<file path="src/rtl/pipe_pkg.sv">
// ---------------------------------------------------------------------------
// pipe_pkg
//   Shared definitions for the memory-access pipeline stage.
//
//   Contents:
//     stateT          - memory stage FSM states (IDLE, REQ)
//     MSEL_*          - encodings of the shared bus target select (mem_sel)
//     WB_*            - encodings of the writeback source select (MemToReg)
//     accessNeeded()  - does this instruction touch the shared memory bus
//     accessSelect()  - which target (dmem / pmem / io) the access goes to
//     accessIsWrite() - store (1) or load (0) on the shared bus
// ---------------------------------------------------------------------------
package pipe_pkg;

    typedef enum logic {
        IDLE = 1'b0,
        REQ  = 1'b1
    } stateT;

    localparam logic [1:0] MSEL_DMEM = 2'b00;
    localparam logic [1:0] MSEL_PMEM = 2'b01;
    localparam logic [1:0] MSEL_IO   = 2'b10;

    localparam logic [1:0] WB_ALU    = 2'b00;
    localparam logic [1:0] WB_ALU_B  = 2'b01;
    localparam logic [1:0] WB_MEM    = 2'b10;
    localparam logic [1:0] WB_IO     = 2'b11;

    // Any store, any IO reference, or any load (MemToReg selects a memory or
    // IO source) has to go out on the shared bus.
    function automatic logic accessNeeded(
        input logic       memWrite,
        input logic       memPWrite,
        input logic       ioFlag,
        input logic [1:0] memToReg
    );
        logic isLoad;
        isLoad = (memToReg == WB_MEM) || (memToReg == WB_IO);
        return memWrite | memPWrite | ioFlag | isLoad;
    endfunction

    // IO wins over private memory, private memory wins over data memory.
    // An IO load (MemToReg == 11) targets IO even without IOFlag.
    function automatic logic [1:0] accessSelect(
        input logic       memPWrite,
        input logic       ioFlag,
        input logic [1:0] memToReg
    );
        logic [1:0] sel;
        if (ioFlag || (memToReg == WB_IO)) begin
            sel = MSEL_IO;
        end else if (memPWrite) begin
            sel = MSEL_PMEM;
        end else begin
            sel = MSEL_DMEM;
        end
        return sel;
    endfunction

    // An IO reference that does not load into the register file is an IO
    // write; otherwise only explicit stores write.
    function automatic logic accessIsWrite(
        input logic       memWrite,
        input logic       memPWrite,
        input logic       ioFlag,
        input logic [1:0] memToReg
    );
        return memWrite | memPWrite | (ioFlag & ~memToReg[1]);
    endfunction

endpackage

</file>
<file path="src/rtl/mem_access_stage_timer.sv">
// ---------------------------------------------------------------------------
// mem_wait_timer
//   Counts cycles spent waiting for the shared bus to answer and flags when
//   the last permitted wait cycle has been reached.
//
//   Ports:
//     clk     in   clock, rising edge
//     rst_n   in   asynchronous active-low reset
//     clear   in   restart the count at zero (has priority over enable)
//     enable  in   advance the count by one
//     done    out  count has reached TIMEOUT-1 (combinational from count)
// ---------------------------------------------------------------------------
module mem_wait_timer #(
    parameter int TIMEOUT = 16
) (
    input  logic clk,
    input  logic rst_n,
    input  logic clear,
    input  logic enable,
    output logic done
);

    localparam int CW = (TIMEOUT > 2) ? $clog2(TIMEOUT) : 1;
    localparam logic [CW-1:0] LAST = CW'(TIMEOUT - 1);

    logic [CW-1:0] waitCount;

    // Wait counter: cleared when a new access is accepted, advanced once per
    // unanswered request cycle. The caller stops enabling it at LAST, so it
    // never wraps while a request is still outstanding.
    always_ff @(posedge clk or negedge rst_n) begin
        if (!rst_n) begin
            waitCount <= '0;
        end else if (clear) begin
            waitCount <= '0;
        end else if (enable) begin
            waitCount <= waitCount + 1'b1;
        end
    end

    assign done = (waitCount == LAST);

endmodule

</file>
<file path="src/rtl/mem_access_stage.sv">
// ---------------------------------------------------------------------------
// mem_access_stage
//   Memory stage of the pipeline. Takes the execute-stage results, performs
//   any data-memory, private-memory or IO access over one shared
//   request/ready bus, stalls upstream while that access is outstanding and
//   presents registered results to the writeback mux.
//
//   Ports:
//     clk, rst_n          clock (rising edge), asynchronous active-low reset
//     in_valid            execute-stage outputs valid this cycle
//     RegWrite, MemWrite, MemPWrite, IOFlag, MemToReg, ALUResult, WriteData,
//     Rd                  execute-stage outputs
//     stall               freeze upstream (combinational)
//     mem_req, mem_we, mem_sel, mem_addr, mem_wdata
//                         shared bus request, held stable while mem_req=1
//     mem_rdata, mem_ready
//                         shared bus response
//     wb_valid            one-cycle pulse per retired instruction
//     RegWriteOut, MemToRegOut, ReadDataOut, ALUResultOut, RdOut
//                         registered writeback-stage values
//     timeout_err         sticky flag: some access was abandoned
// ---------------------------------------------------------------------------
module mem_access_stage
    import pipe_pkg::*;
#(
    parameter int WIDTH   = 32,
    parameter int TIMEOUT = 16
) (
    input  logic             clk,
    input  logic             rst_n,

    input  logic             in_valid,
    input  logic             RegWrite,
    input  logic             MemWrite,
    input  logic             MemPWrite,
    input  logic             IOFlag,
    input  logic [1:0]       MemToReg,
    input  logic [WIDTH-1:0] ALUResult,
    input  logic [WIDTH-1:0] WriteData,
    input  logic [3:0]       Rd,

    output logic             stall,

    output logic             mem_req,
    output logic             mem_we,
    output logic [1:0]       mem_sel,
    output logic [WIDTH-1:0] mem_addr,
    output logic [WIDTH-1:0] mem_wdata,
    input  logic [WIDTH-1:0] mem_rdata,
    input  logic             mem_ready,

    output logic             wb_valid,
    output logic             RegWriteOut,
    output logic [1:0]       MemToRegOut,
    output logic [WIDTH-1:0] ReadDataOut,
    output logic [WIDTH-1:0] ALUResultOut,
    output logic [3:0]       RdOut,
    output logic             timeout_err
);

    stateT            state;

    logic             accNeeded;
    logic             accept;
    logic             timerDone;
    logic             timerEnable;

    logic             reqWe;
    logic [1:0]       reqSel;
    logic [WIDTH-1:0] reqAddr;
    logic [WIDTH-1:0] reqWdata;
    logic             pendRegWrite;
    logic [1:0]       pendMemToReg;
    logic [3:0]       pendRd;

    assign accNeeded = accessNeeded(MemWrite, MemPWrite, IOFlag, MemToReg);
    assign accept    = (state == IDLE) && in_valid && accNeeded;

    // Upstream must freeze in the very cycle a bus instruction is presented,
    // not one cycle later, otherwise it would advance past it. Gating with
    // rst_n keeps stall low while the stage is held in reset.
    assign stall = rst_n && ((state == REQ) || accept);

    // The bus side is driven straight from the values latched at acceptance,
    // so it stays stable for the whole request regardless of upstream.
    assign mem_req   = (state == REQ);
    assign mem_we    = reqWe;
    assign mem_sel   = reqSel;
    assign mem_addr  = reqAddr;
    assign mem_wdata = reqWdata;

    // Stop counting at the terminal value: the abort happens on that edge.
    assign timerEnable = (state == REQ) && !mem_ready && !timerDone;

    mem_wait_timer #(
        .TIMEOUT (TIMEOUT)
    ) uWaitTimer (
        .clk    (clk),
        .rst_n  (rst_n),
        .clear  (accept),
        .enable (timerEnable),
        .done   (timerDone)
    );

    // Stage FSM with registered outputs.
    //   IDLE: a non-bus instruction retires on the next edge; a bus
    //         instruction is latched and the stage moves to REQ.
    //   REQ:  wait for mem_ready. A response retires the instruction
    //         (capturing load data); running out of wait cycles retires it
    //         with RegWriteOut forced low and raises the sticky error.
    // Because retirement returns to IDLE, a new instruction can be accepted
    // in the same cycle its predecessor's wb_valid is high.
    always_ff @(posedge clk or negedge rst_n) begin
        if (!rst_n) begin
            state        <= IDLE;
            reqWe        <= 1'b0;
            reqSel       <= MSEL_DMEM;
            reqAddr      <= '0;
            reqWdata     <= '0;
            pendRegWrite <= 1'b0;
            pendMemToReg <= 2'b00;
            pendRd       <= 4'h0;
            wb_valid     <= 1'b0;
            RegWriteOut  <= 1'b0;
            MemToRegOut  <= 2'b00;
            ReadDataOut  <= '0;
            ALUResultOut <= '0;
            RdOut        <= 4'h0;
            timeout_err  <= 1'b0;
        end else begin
            wb_valid <= 1'b0;
            case (state)
                IDLE: begin
                    if (in_valid) begin
                        if (accNeeded) begin
                            reqWe        <= accessIsWrite(MemWrite, MemPWrite, IOFlag, MemToReg);
                            reqSel       <= accessSelect(MemPWrite, IOFlag, MemToReg);
                            reqAddr      <= ALUResult;
                            reqWdata     <= WriteData;
                            pendRegWrite <= RegWrite;
                            pendMemToReg <= MemToReg;
                            pendRd       <= Rd;
                            state        <= REQ;
                        end else begin
                            RegWriteOut  <= RegWrite;
                            MemToRegOut  <= MemToReg;
                            ALUResultOut <= ALUResult;
                            RdOut        <= Rd;
                            wb_valid     <= 1'b1;
                        end
                    end
                end
                REQ: begin
                    if (mem_ready) begin
                        if (!reqWe) begin
                            ReadDataOut <= mem_rdata;
                        end
                        RegWriteOut  <= pendRegWrite;
                        MemToRegOut  <= pendMemToReg;
                        ALUResultOut <= reqAddr;
                        RdOut        <= pendRd;
                        wb_valid     <= 1'b1;
                        state        <= IDLE;
                    end else if (timerDone) begin
                        RegWriteOut  <= 1'b0;
                        MemToRegOut  <= pendMemToReg;
                        ALUResultOut <= reqAddr;
                        RdOut        <= pendRd;
                        wb_valid     <= 1'b1;
                        timeout_err  <= 1'b1;
                        state        <= IDLE;
                    end
                end
                default: begin
                    state <= IDLE;
                end
            endcase
        end
    end

endmodule
</file>
<file path="config.mk">
export PLATFORM = sky130hd
export DESIGN_NAME = mem_access_stage
export DESIGN_NICKNAME = d
export VERILOG_FILES = /design/src/rtl/pipe_pkg.sv /design/src/rtl/mem_access_stage_timer.sv /design/src/rtl/mem_access_stage.sv
export SDC_FILE = /design/constraint.sdc
export NUM_CORES = 1
export LEC_CHECK = 0
export CORE_MARGIN = 8
export CORE_UTILIZATION = 46
export CTS_BUF_LIST = sky130_fd_sc_hd__clkbuf_16
export DETAILED_ROUTE_END_ITERATION = 7
export HOLD_SLACK_MARGIN = 0.1
export PLACE_DENSITY_LB_ADDON = 0.2
export SLEW_MARGIN = 15
export SYNTH_ARGS = -nofsm -noshare
export SYNTH_HDL_FRONTEND = slang
export SYNTH_HIERARCHICAL = 1
export SYNTH_SLANG_ARGS = --single-unit
</file>
<file path="constraint.sdc">
create_clock -name clk -period 5.7 [get_ports clk]
set_input_delay 1.14 -clock clk [delete_from_list [all_inputs] [get_ports clk]]
set_output_delay 1.14 -clock clk [all_outputs]
set_load 0.005 [all_outputs]
</file>
# [After elaboration in Yosys (flattened, before gate mapping)]
# Cells that the tools add are included.
[totals] in_bits=110 out_inout_bits=142 reg_bits=152
[classes] add_sub_neg=1 n_mux=34 bitwise_logic=9 eq_ne=6 reduce_logical=15
[op_table] op="2-to-1 mux 32 bit" n=4
[op_table] op="one-hot mux 32 bit (2 select lines)" n=1
[op_table] op="2-to-1 mux 4 bit" n=6
[op_table] op="2-to-1 mux 1 bit" n=13
[op_table] op="AND reduction 3 bit" n=4
[op_table] op="2-to-1 mux 2 bit" n=5
[op_table] op="one-hot mux 4 bit (2 select lines)" n=1
[op_table] op="one-hot mux 1 bit (2 select lines)" n=3
[op_table] op="logical AND 1 bit" n=5
[op_table] op="adder 4 x 1 -> 4 bit (second input constant)" n=1
[op_table] op="equality test 2 bit (second input constant)" n=2
[op_table] op="equality test 4 bit (second input constant)" n=1
[op_table] op="!= test 2 bit (second input constant)" n=2
[op_table] op="NOT 1 bit" n=4
[op_table] op="OR 1 bit" n=4
[op_table] op="one-hot mux 2 bit (2 select lines)" n=1
[op_table] op="logical OR 1 bit" n=3
[op_table] op="!= test 3 x 2 -> 1 bit (second input constant)" n=1
[op_table] op="zero test 1 bit" n=2
[op_table] op="nonzero test 2 bit" n=1
[op_table] op="AND 1 bit" n=1

# [Logic depth before layout (Yosys ltp)]
# Gate-level depths: netlist of run 1.
[logic_depth] depth_word=6 ltp_mapped=7 depth_no_buf=5

# [By module]
# Netlist of run 1, hierarchy kept.
[modules_own_cells] mod="mem_access_stage" cells_per_inst=376 seq_area_each_um2=3703.6 area_per_inst_um2=5824.3 instances=1
[modules_own_cells] mod="mem_wait_timer" cells_per_inst=17 seq_area_each_um2=100.1 area_per_inst_um2=198.9 instances=1

# [Worst setup path before layout of run 1]
# Ideal clock, no wire load.
[synth_path] kind="input port to output port" start="in MemToReg[1]" end="out stall" path_buffers=0 t_arrival_ns=1.911 slack_ns=2.649 required_time_ns=4.560 stages=3 path_cell_list="or4_4 a21oi_1 nor2b_1"
[synth_between] elab_chain_cells=6 word_cells_on_any_way=7 classes_between="eq/ne (2); bitwise (1); reduce/logical (4)"
[synth_lines] element="start, declared" line="mem_access_stage.sv:37" source="input logic [1:0] MemToReg,"
[synth_lines] element="equality test 2 bit" line="pipe_pkg.sv:38" source="isLoad = (memToReg == WB_MEM) || (memToReg == WB_IO);"
[synth_lines] element="logical OR 1 bit (*)" line="pipe_pkg.sv:38"
[synth_lines] element="OR 1 bit (*)" line="pipe_pkg.sv:39" source="return memWrite | memPWrite | ioFlag | isLoad;"
[synth_lines] element="logical AND 1 bit (*)" line="mem_access_stage.sv:77" source="assign accept = (state == IDLE) && in_valid && accNeeded;"
[synth_lines] element="logical OR 1 bit (*)" line="mem_access_stage.sv:82" source="assign stall = rst_n && ((state == REQ) || accept);"
[synth_lines] element="logical AND 1 bit (*)" line="mem_access_stage.sv:82"
[synth_lines] element="end, declared" line="mem_access_stage.sv:42" source="output logic stall,"
# Every way passes the cells marked *; elsewhere a longest branch is shown, timed or not.

# [Worst setup path after layout of run 1]
# Ends and elaborated chain as after synthesis.

==> impl_metrics.tcl, run 1 <==
set metrics [dict create \
    fin_util_pct 71.10 \
    p_seq_share_pct 39.8 \
    syn_inst 393 \
    min_period_ns 4.072 \
    synthAdderAreaFrac_pct 0.2077 \
    worst_path_most_repeated_cell "clkdlybuf4s50_1" \
    post-route-period-util_pct 71.44 \
    synth_cell_types 36 \
    setup_viol 0 \
    fp.dieArea_um2 17010 \
    dpl.hpwl_mm 12.46 \
    cp.arrival_ns 2.93 \
    wl_per_cell_um 20.97 \
    hold_buffers 0 \
    synthFlopType "dfrtp_1" \
    synth-simple-area-share_pct 5.629 \
    n_antenna_cell 0 \
    whs_ns 0.4911 \
    cts_resized 0 \
    p_leak_nw 3.804 \
    fmax_ghz 0.2456 \
    start_util_pct 46.22 \
    synth_area_per_cell_um2 15.33 \
    area_growth_pct 53.84 \
    worstSetupStartpointType "input port" \
    drt_first_iter_violations 251 \
    cts_tree "done" \
    critPathLaunch "MemToReg[1]" \
    drt_wl_total_mm 17.51 \
    coreArea_um2 13030 \
    relSlewSlack_pct 23.87 \
    synth-warning-count 6 \
    antenna_found_initial 0 \
    cp_cell_sequence "clkdlybuf4s50_1 > or4_4 > a21oi_1 > nor2b_1 > clkdlybuf4s50_1" \
    die_h_um 130.4 \
    fin_worst_skew_ns 0.005680 \
    place_ws_ns 1.626 \
    finalNetCount 758 \
    crit_path_max_fanout 5 \
    cts_buffers 17 \
    vias 4292 \
    hold_violations 0 \
    row_count 42 \
    cts.clk_slew.worst_paths_ns 0.06 \
    grt_pass1_wl_mm 26.58 \
    avgViaCountPerCell 5.140 \
    clock_path_buffers 2 \
    r2r-start "mem_req" \
    die_w_um 130.4 \
    ir_drop_mv 0.3775 \
    hold_class "reg -> reg" \
    portBuffers 251 \
    drv_slew 0 \
    rsz0062_at_grt "false" \
    drc 0 \
    slowest_stage "or4_4" \
    ys_ff_latch 152 \
    path_class "in -> out" \
    ant_nets 0 \
    synth_top_family_by_area "multiplexers" \
    firstDrtPassIters 4 \
    power_mw 4.093 \
    p_switching_mw 1.037 \
    synthArstFlopShare_pct 100.0 \
    muxShareOfSynthArea_pct 19.84 \
    drive_above_1_share_pct 32.32 \
    htreeDepth 4 \
    switching_share_pct 25.34 \
    grt_usage_pct 20.69 \
    cts_root_buffer "clkbuf_16" \
    maxCapViolCount 0 \
    seq_area_frac_synth_pct 63.15 \
    powerDensity_nw_per_um2 441.8 \
    combPwrFrac_pct 32.2 \
    grt_max_degree 83 \
    syn_area_um2 6023 \
    hp-start "timeout_err" \
    setup_slack_ns 1.628 \
    routabilityCongestion 0.7579 \
    synth_edf_count 0 \
    p_int_mw 3.056 \
    worst_pin_slew_ns 1.138 \
    synthesis.nets 504 \
    clock_sinks 152 \
    synth_xor_area_share_pct 0.1454 \
    outcome "completed" \
    grt-ovfl-total 0 \
    fin_tns_setup_ns 0 \
    slowest_delay_ns 0.62 \
    postCtsSetupRepairBufs 0 \
    end_kind "primary output" \
    clkPwrFrac_pct 28.0 \
    ios 252 \
    cp.required_ns 4.56 \
    grt_pass1_vias 4712 \
    clk_latency_ns 0.41 \
    synth_compound_area_share_pct 8.704 \
]
per-stage QoR:
step                      instance area (µm²)  instances
after floorplan                          6023        393
after global placement                   8673        804
after detailed placement                 8673        804
after CTS                                9266        835
after global routing                     9266        835
final                                    9266        835
state kept, by name, indices dropped and copies added (netlist names):
register / cells
mem_wdata: 32
wb_valid: 1
timeout_err: 1
RegWriteOut: 1
pendMemToReg: 2
ReadDataOut: 32
ALUResultOut: 32
RdOut: 4
mem_sel: 2
mem_we: 1
mem_addr: 32
mem_req: 1
pendRegWrite: 1
uWaitTimer/waitCount: 4
MemToRegOut: 2
pendRd: 4
worst paths after layout:
check                           slack, ns               end  depth (start not counted)
worst max-delay path                 1.63             stall                          5
worst min-delay path                 0.49       timeout_err                          1
worst max register to register       3.52     mem_wdata[21]                          4
worst min register to register       0.49       timeout_err                          1
max in group asynchronous            3.49  ALUResultOut[28]                          2
min in group asynchronous            0.74  ALUResultOut[31]                          1
layout make-up:
class,instances,area [µm²]
Sequential cell,152,3804
Fill cell,927,3766
Timing Repair Buffer,256,2551
Multi-Input combinational cell,218,2091
Clock buffer,17,425.4
Tap cell,176,220.2
Clock inverter,14,167.7
Inverter,2,7.507
Yosys cell counts, drive strengths merged (2+ instances only):
library cell	number	area (µm²)
dfrtp	152	3804
mux2	104	1175
o221a	37	416.7
or2	36	225.2
buf	15	110.1
clkbuf	6	22.52
o21ai	6	33.78
a21oi	5	25.02
nor2	5	18.77
nand2	3	13.77
nor2b	3	18.77
inv	2	7.500
mux2i	2	20.02
nand2b	2	12.51
nand3b	2	15.01
routing by layer:
layer / GRT usage (%) / wire length [µm] / vias to the layer above
met5: 0 / 0 / -
met2: 34.43 / 9011 / 142
met3: 7.265 / 1301 / 27
li1: - / - / 1942
met4: 7.022 / 425 / 0
met1: 24.59 / 6767 / 2181
layout by cell type, fill, tap and decap left out, drive strengths merged, types with 2 or more instances in the layout:
cell and n:
nand2 3, clkinvlp 2, or2 36, bufinv 4, a21oi 5, mux2 104, nand2b 2, nor2b 3
o21ai 6, clkbuf 17, inv 6, o221a 37, mux2i 2, clkdlybuf4s50 250, nor2 5, buf 6
dfrtp 152, nand3b 2, clkinv 4
cells by family after synthesis:
group	after synthesis
buf+inv	23
fa+ha+maj	1
compound gates	54
simple gates	56
xor+xnor	1
flops	152
mux	106
power by group through the flow:
stage / clock (mW) / sequential [mW] / combinational [mW]
2_1_floorplan: 0 / 1.64 / 0.413
3_3_place_gp: 0 / 1.62 / 1.31
3_5_place_dp: 0 / 1.64 / 1.34
4_1_cts: 1.16 / 1.63 / 1.35
5_1_grt: 1.21 / 1.67 / 1.41
6_report: 1.15 / 1.63 / 1.32
worst max-delay path: cells and delay by family:
family / cells / cell delay [ns]
buffers and inverters: 2 / 0.94
and+or+nand+nor: 2 / 0.68
AOI/OAI and AO/OA: 1 / 0.17
(Power assumes the default switching activity.)
==> inputs of run 2 (changes only) <==
Settings changed: CORE_UTILIZATION 46 to 43.
Clock period 5.7 ns to 3.9 ns, I/O delays scaled along.
==> impl_metrics.tcl, run 2 (synthesis results as in run 1) <==
set metrics [dict create \
    outcome "completed" \
    cts.clk_slew.worst_paths_ns 0.06 \
    grt-ovfl-total 0 \
    critPathLaunch "MemToReg[1]" \
    worstSetupStartpointType "input port" \
    cts_resized 0 \
    power_mw 6.092 \
    ff2ff_setup_slack_ns 1.72 \
    ant_nets 0 \
    fmax_ghz 0.2999 \
    cpLargestDelayFamily "buffers and inverters" \
    cp_cell_sequence "clkdlybuf4s50_1 > or4_4 > a21oi_1 > nor2b_1 > clkdlybuf4s50_1" \
    die_w_um 134.4 \
    drc 0 \
    min_period_ns 3.334 \
    coreArea_um2 13770 \
    htreeDepth 4 \
    hold_class "in -> async" \
    crit_buf_inv 2 \
    whs_ns 0.2012 \
    firstDrtPassIters 4 \
    powerDensity_nw_per_um2 651.5 \
    die_h_um 134.4 \
    r2r-start "mem_req" \
    fp.dieArea_um2 18050 \
    antenna_found_initial 0 \
    drive_above_1_share_pct 32.63 \
    place_ws_ns 0.5679 \
    finalNetCount 761 \
    drv_slew 0 \
    p_leak_nw 3.842 \
    dp.cells 811 \
    final_cell_mix "clkdlybuf4s50_1 (250), dfrtp_1 (152), mux2_2 (102), o221a_2 (37), or2_2 (36)" \
    rsz0062_at_grt "false" \
    worst_path_most_repeated_cell "clkdlybuf4s50_1" \
    final_cells 842 \
    avgViaCountPerCell 5.058 \
    hold_violations 0 \
    crit_path_max_fanout 5 \
    clock_path_buffers 2 \
    slowest_stage "or4_4" \
    portBuffers 251 \
    fin_util_pct 67.90 \
    setup_slack_ns 0.5661 \
    end_kind "primary output" \
    setup_viol 0 \
    clk_latency_ns 0.42 \
    postCtsSetupRepairBufs 0 \
    fin_tns_setup_ns 0 \
    grt_max_degree 70 \
    drt_wl_total_mm 17.15 \
    maxCapViolCount 0 \
    cp.arrival_ns 2.55 \
    final_common_cell "clkdlybuf4s50_1" \
    r2r-end "mem_wdata[16]" \
    dpl.hpwl_mm 12.59 \
    area_growth_pct 55.26 \
    cts_buffers 17 \
    r2r_cells 4 \
    post_dp_cell_area_um2 8713 \
    routabilityCongestion 0.7922 \
    start_util_pct 43.73 \
    cts_tree "done" \
    wl_per_cell_um 20.36 \
    ios 252 \
    grt_usage_pct 19.45 \
    drt_first_iter_violations 202 \
    worst_pin_slew_ns 0.8727 \
    cts_root_buffer "clkbuf_16" \
    post-route-period-util_pct 85.49 \
    grt_pass1_vias 4753 \
    hold_buffers 0 \
    post-route-cell-area_um2 9351 \
    clock_sinks 152 \
    slowest_delay_ns 0.62 \
    grt_pass1_wl_mm 26.98 \
    row_count 43 \
    fin_worst_skew_ns 0.005872 \
    relSlewSlack_pct 41.82 \
    cp.required_ns 3.12 \
    ir_drop_mv 0.4012 \
    vias 4259 \
    path_class "in -> out" \
    n_antenna_cell 0 \
]
==> run 2: changes by cell type in the layout (fill, tap and decap cells not counted), sizes merged <==
cell,delta
buf,+3
bufinv,+2
inv,-2
clkinv,+2
clkinvlp,-2
==> run 2: per-layer routing <==
metal  track usage, %  vias to the layer above  wire [µm]
met5                0                        -          0
met4            9.233                        0        491
met3            7.367                       30       1361
met2            32.43                      154       8761
met1            21.49                     2126       6532
li1                 -                     1949          -
==> run 2: worst max-delay path by stage <==
| stage | depth (start not counted) | to | slack, ns |
|---|---|---|---|
| 2_1_floorplan | 3 | stall | 1.57 |
| 3_3_place_gp | 5 | stall | 0.57 |
| 3_5_place_dp | 5 | stall | 0.57 |
| 4_1_cts | 5 | stall | 0.56 |
| 5_1_grt | 5 | stall | 0.51 |
| 6_report | 5 | stall | 0.57 |
==> run 2: report_power, final <==
group	internal, mW	leakage (nW)	total, mW	switching, mW
Sequential	2.09	1.78	2.38	0.293
Combinational	1.34	1.75	1.93	0.593
Clock	1.18	0.319	1.78	0.606
Total	4.60	3.84	6.09	1.49
==> run 2: final cells by class <==
type                            count  area [µm²]
Fill cell                        1034        4422
Clock inverter                     14       212.7
Inverter                            2       7.507
Timing Repair Buffer              259        2586
Multi-Input combinational cell    218        2091
Tap cell                          180       225.2
Sequential cell                   152        3804
Clock buffer                       17       425.4
==> inputs of run 3 (changes only) <==
Settings changed: GPL_ROUTABILITY_DRIVEN from default to 0.
==> results of run 3 <==
No change in the layout: final DEF, timing and power equal those of run 2.
